**src/rtl/cmp_pkg.sv**
```systemverilog
// Shared types and constants for the serial magnitude comparator.
package cmp_pkg;

   localparam int unsigned DIGIT_W = 2;

   typedef enum logic {
      IDLE = 1'b0,
      RUN  = 1'b1
   } state_t;

   typedef enum logic [2:0] {
      GT = 3'b100,
      EQ = 3'b010,
      LT = 3'b001
   } res_t;

endpackage

```
**src/rtl/cmp2_slice.sv**
```systemverilog
// Combinational 2-bit unsigned compare with one-hot gt/eq/lt outputs.
module cmp2_slice
   import cmp_pkg::*;
(
   input  logic [DIGIT_W-1:0] i_a,
   input  logic [DIGIT_W-1:0] i_b,
   output logic               o_gt_c,
   output logic               o_eq_c,
   output logic               o_lt_c
);

   assign o_gt_c = (i_a > i_b);
   assign o_eq_c = (i_a == i_b);
   assign o_lt_c = (i_a < i_b);

endmodule

```
**src/rtl/serial_magnitude_cmp_ctrl.sv**
```systemverilog
// Serial WIDTH-bit magnitude comparator, one 2-bit digit per cycle, MSB digit first.
// Define CMP_EARLY_EXIT_EN to terminate on the first unequal digit instead of scanning all digits.
module serial_magnitude_cmp_ctrl
   import cmp_pkg::*;
#(
   parameter int unsigned WIDTH = 8
)(
   input  logic             clk,
   input  logic             rst,
   input  logic             start,
   input  logic [WIDTH-1:0] A,
   input  logic [WIDTH-1:0] B,
   output logic             busy,
   output logic             done,
   output logic             A_great_B,
   output logic             A_equal_B,
   output logic             A_less_B
);

   localparam int unsigned ND = WIDTH / DIGIT_W;
   localparam int unsigned KW = (ND > 1) ? $clog2(ND) : 1;
   localparam logic [KW-1:0] K_LAST = KW'(ND - 1);

   state_t           r_state;
   logic [WIDTH-1:0] r_a;
   logic [WIDTH-1:0] r_b;
   logic [KW-1:0]    r_k;
   logic [2:0]       r_res;

   logic       w_gt;
   logic       w_eq;
   logic       w_lt;
   logic [2:0] w_res;
   logic       w_term;
   logic [2:0] w_final;
   logic       w_accept;

   cmp2_slice u_slice (
      .i_a    (r_a[WIDTH-1 -: DIGIT_W]),
      .i_b    (r_b[WIDTH-1 -: DIGIT_W]),
      .o_gt_c (w_gt),
      .o_eq_c (w_eq),
      .o_lt_c (w_lt)
   );

   assign w_res    = {w_gt, w_eq, w_lt};
   assign w_accept = (r_state == IDLE) && start;

`ifdef CMP_EARLY_EXIT_EN
   assign w_term  = !w_eq || (r_k == K_LAST);
   assign w_final = w_res;
`else
   logic       r_found;
   logic [2:0] r_verdict;

   // Hold the first unequal digit's verdict; later digits cannot override it.
   always_ff @(posedge clk or posedge rst) begin
      if (rst) begin
         r_found   <= 1'b0;
         r_verdict <= 3'b000;
      end else if (w_accept) begin
         r_found   <= 1'b0;
         r_verdict <= 3'b000;
      end else if ((r_state == RUN) && !w_eq && !r_found) begin
         r_found   <= 1'b1;
         r_verdict <= w_res;
      end
   end

   assign w_term  = (r_k == K_LAST);
   assign w_final = r_found ? r_verdict : w_res;
`endif

   // Control FSM, operand shift registers, digit counter and result registers.
   always_ff @(posedge clk or posedge rst) begin
      if (rst) begin
         r_state <= IDLE;
         r_a     <= '0;
         r_b     <= '0;
         r_k     <= '0;
         r_res   <= 3'b000;
         busy    <= 1'b0;
         done    <= 1'b0;
      end else begin
         done <= 1'b0;
         case (r_state)
            IDLE: begin
               if (start) begin
                  r_state <= RUN;
                  r_a     <= A;
                  r_b     <= B;
                  r_k     <= '0;
                  r_res   <= 3'b000;
                  busy    <= 1'b1;
               end
            end
            RUN: begin
               if (w_term) begin
                  r_state <= IDLE;
                  r_res   <= w_final;
                  busy    <= 1'b0;
                  done    <= 1'b1;
               end else begin
                  r_a <= r_a << DIGIT_W;
                  r_b <= r_b << DIGIT_W;
                  r_k <= r_k + KW'(1);
               end
            end
            default: r_state <= IDLE;
         endcase
      end
   end

   assign A_great_B = r_res[2];
   assign A_equal_B = r_res[1];
   assign A_less_B  = r_res[0];

endmodule

```
**config.mk**
```make
export PLATFORM = sky130hd
export DESIGN_NAME = serial_magnitude_cmp_ctrl
export DESIGN_NICKNAME = d
export VERILOG_FILES = /design/src/rtl/cmp_pkg.sv /design/src/rtl/cmp2_slice.sv /design/src/rtl/serial_magnitude_cmp_ctrl.sv
export SDC_FILE = /design/constraint.sdc
export NUM_CORES = 1
export LEC_CHECK = 0
export ABC_CLOCK_PERIOD_IN_PS = 1700
export CORE_UTILIZATION = 45
export DETAILED_ROUTE_END_ITERATION = 8
export GPL_TIMING_DRIVEN = 0
export PLACE_DENSITY = 0.73
export SYNTH_ARGS = -nofsm -noshare
export SYNTH_HDL_FRONTEND = slang
export SYNTH_HIERARCHICAL = 1
export SYNTH_SLANG_ARGS = --single-unit
export TNS_END_PERCENT = 30
```
**constraint.sdc**
```tcl
create_clock -name clk -period 1.7 [get_ports clk]
set_clock_uncertainty 0.2 [all_clocks]
set_input_delay 0.51 -clock clk [delete_from_list [all_inputs] [get_ports clk]]
set_output_delay 0.51 -clock clk [all_outputs]
set_load 0.05 [all_outputs]
```
==> flow_summary.yaml, run 1 <==
run_status:
  status: "completed"
yosys:
  synth_top_area_share_pct: 51.2
  synth_area_leader_cell: "dfrtp_1"
  synth_ff_type: "dfrtp_1"
  synthTopCellsByArea: "dfrtp_1, mux2i_1, o21ai_0, o21ai_2, ha_1"
  synth_fp_nets: 148
  netlist_instances: 125
  ys_ff_latch: 28
  synthArstFlopShare_pct: 100
  synth_cell_types: 24
  synth.cell_area_sq_um: 1370
  avgSynthCellArea_sq_um: 11.0
  ys_seq_area_share_pct: 51.2
  ys.warnings.count: 6
  synth_edf_count: 0
sta:
  final-setup-viol-count: 0
  fin_crit_sh_pct: 97.7
  rsz0062_at_grt: "yes"
  tightest_slew_ps: 607
  fmax_mhz: 602
  hold_viol_final: 0
  slew_headroom_pct: 59.5
  slew_viol_final: 0
  period_needed_ps: 1660
placement:
  dp_hpwl_mm: 2.00
  placement.cell_area_sq_um: 1640
  place_congestion: 0.786
  port_buffers: 23
power:
  p_leak_nw: 0.812
  total_power_mw: 2.89
  power_density_nw_per_um2: 1700
  vdd_ir_drop_max_v: 0.000781
final_layout:
  area_growth_pct: 24.6
  nFillCells: 251
  nets: 179
  layout-drive-gt1-share_pct: 21.9
  antenna_cells: 0
  fin_area_sq_um: 1710
worst_setup_path:
  reg2regPathDepth: 6
  r2r_start: "r_k[1]"
  cp_max_fo: 2
  worst-setup-path-type: "flop to output port"
  cp_num_buf_inv: 1
  rr_endpoint: "r_a[2]"
  path_cells: "clkbuf_4"
  worstPathArrival_ps: 950
  critical-path-slowest-cell: "dfrtp_1"
  cp_top_family: "flip-flops"
  slowest_delay_ps: 410
  startpoint_type: "flop"
  cp-end-kind: "output port"
  rrSetupSlack_ps: 50
  required_ps: 990
global_routing:
  grt_pass1_vias: 1067
  grt_pass1_wl_mm: 4.92
  grt_max_degree: 29
  antenna_found_initial: 0
  overflow: 0
  grt_util_all_layers_pct: 19.8
floorplan:
  core_area_sq_um: 2830
  chipHeight_um: 57.2
  initial_utilization_pct: 48.4
  dieArea_sq_um: 3270
  die_w_um: 57.2
  rows: 19
  io_pins: 24
route:
  vias: 1024
  routed_wl_mm: 2.79
  dr.pass1.iters: 4
  viasPerCell: 5.51
  ant_nets: 0
  drt_iter0_markers: 54
  routedWlPerCell_um: 15.0
  drc_errors: 0
clock_tree:
  numCtsBuffers: 3
  cts_max_path_buffers: 2
  cts.sinks: 28
  htreeDepth: 1
  cts_root_buf: "clkbuf_4"
  insertion_delay_ps: 330
  cts_tree: "done"
  clkSlewWorstSetupHoldPaths_ps: 150
min_path:
  hold_path_end: "r_verdict[0]"
  hp-class: "flop to flop"
  hold_depth: 1
  hold_start: "r_verdict[0]"
flow_run:
  max-cap-violations: 0
[cell type report]
| type | count | area (sq um) | share of cell area [%] |
|---|---|---|---|
| repair buffers | 26 | 236 | 13.9 |
| clock buffers | 4 | 36.3 | 2.13 |
| multi-input cells | 83 | 603 | 35.4 |
| plain buffers | 8 | 63.8 | 3.74 |
| well taps | 31 | 38.8 | 2.27 |
| inverters | 6 | 26.3 | 1.54 |
| flip-flops and latches | 28 | 701 | 41.1 |
[layout by cell type (no fill, tap or decap), drive strengths merged, types with 3 or more instances in the layout]
master / netlist / routed
a21oi: 4 / 4
a22o: 5 / 5
and2: 3 / 3
buf: 4 / 10
clkbuf: 4 / 10
clkdlybuf4s50: 0 / 17
dfrtp: 28 / 28
ha: 4 / 4
inv: 6 / 5
mux2i: 14 / 14
nand2: 5 / 5
nand2b: 3 / 3
nand3: 4 / 4
nor2: 4 / 4
o21ai: 30 / 30
[power breakdown]
part	internal (mW)	switching (mW)
registers	0.897	0.114
logic	0.683	0.865
clock network	0.131	0.203
[logic make-up after synthesis]
group                    after synthesis  share of synthesized area (%)
adder cells (fa/ha/maj)                4                           3.66
flip-flops                            28                           51.2
multiplexers                          15                           11.1
buffers and inverters                 14                           5.57
AND/OR/NAND/NOR                       21                           7.95
AO/OA/AOI/OAI                         42                           19.9
XOR/XNOR                               1                          0.640
[how the worst max path moves through the flow]
stage / startpoint / endpoint / slack, ps / cells past startpoint
after floorplan: r_k[0] / r_a[0] / 8 / 5
after global placement: start / r_a[3] / -470 / 5
after detailed placement: start / r_a[2] / -460 / 6
after CTS: r_k[1] / r_a[2] / 5 / 6
after global routing: r_k[1] / r_a[2] / -30 / 5
final: r_res[1] / A_equal_B / 40 / 1
[per-layer routing]
layer	share of wire [%]	up-vias	GRT usage, %	routed length, um
li1	-	501	-	-
met1	46	496	26.9	1270
met2	50	23	32.9	1390
met3	3.4	4	2.95	95
met4	1.2	0	6.27	34
met5	0	-	0	0
[stage by stage]
step / setup WS [ps] / std cells / TNS (ps) / util [%] / hold slack (ps)
3_5_place_dp: -457 / 179 / -17840 / 57.9 / 291
5_1_grt: -32.7 / 186 / -71.1 / 60.3 / 345
4_1_cts: 4.73 / 186 / 0 / 59.4 / 323
6_report: 39.8 / 186 / 0 / 60.3 / 322
3_3_place_gp: -467 / 179 / -16310 / 57.9 / 278
2_1_floorplan: 8.28 / 125 / 0 / - / 266
[flip-flops by register name, indices dropped and copies added (netlist names)]
signal / cells
r_a: 8
r_b: 8
r_res: 3
r_verdict: 3
r_k: 2
busy: 1
done: 1
r_found: 1
r_state: 1
[what timing repair did]
action                                 4_1_cts  5_1_grt
hold buffers                                 0        0
endpoints found under the hold margin        0        0
buffers inserted                             3        0
gates resized for setup                     30       12
setup endpoints to repair                   22       48
pin swaps                                    1        3
[cells in the mapped netlist (2+ instances only)]
cell,instances
clkbuf_1,4
ha_1,4
nand3_1,4
nand2_1,5
o21ai_2,9
a21oi_1,4
dfrtp_1,28
inv_1,6
buf_6,3
o21ai_0,21
and2_4,2
mux2i_1,14
nor2_1,4
nand2b_1,3
a22o_1,5
No activity file was read; power rests on OpenSTA's default activity.
==> run 2, diff against run 1 <==
--- a/config.mk
+++ b/config.mk
@@ -5,7 +5,6 @@
 export SDC_FILE = /design/constraint.sdc
 export NUM_CORES = 1
 export LEC_CHECK = 0
-export ABC_CLOCK_PERIOD_IN_PS = 1700
 export CORE_UTILIZATION = 45
 export DETAILED_ROUTE_END_ITERATION = 8
 export GPL_TIMING_DRIVEN = 0
==> results of run 2 <==
The final DEF is identical to that of run 1; final timing and power are the same.
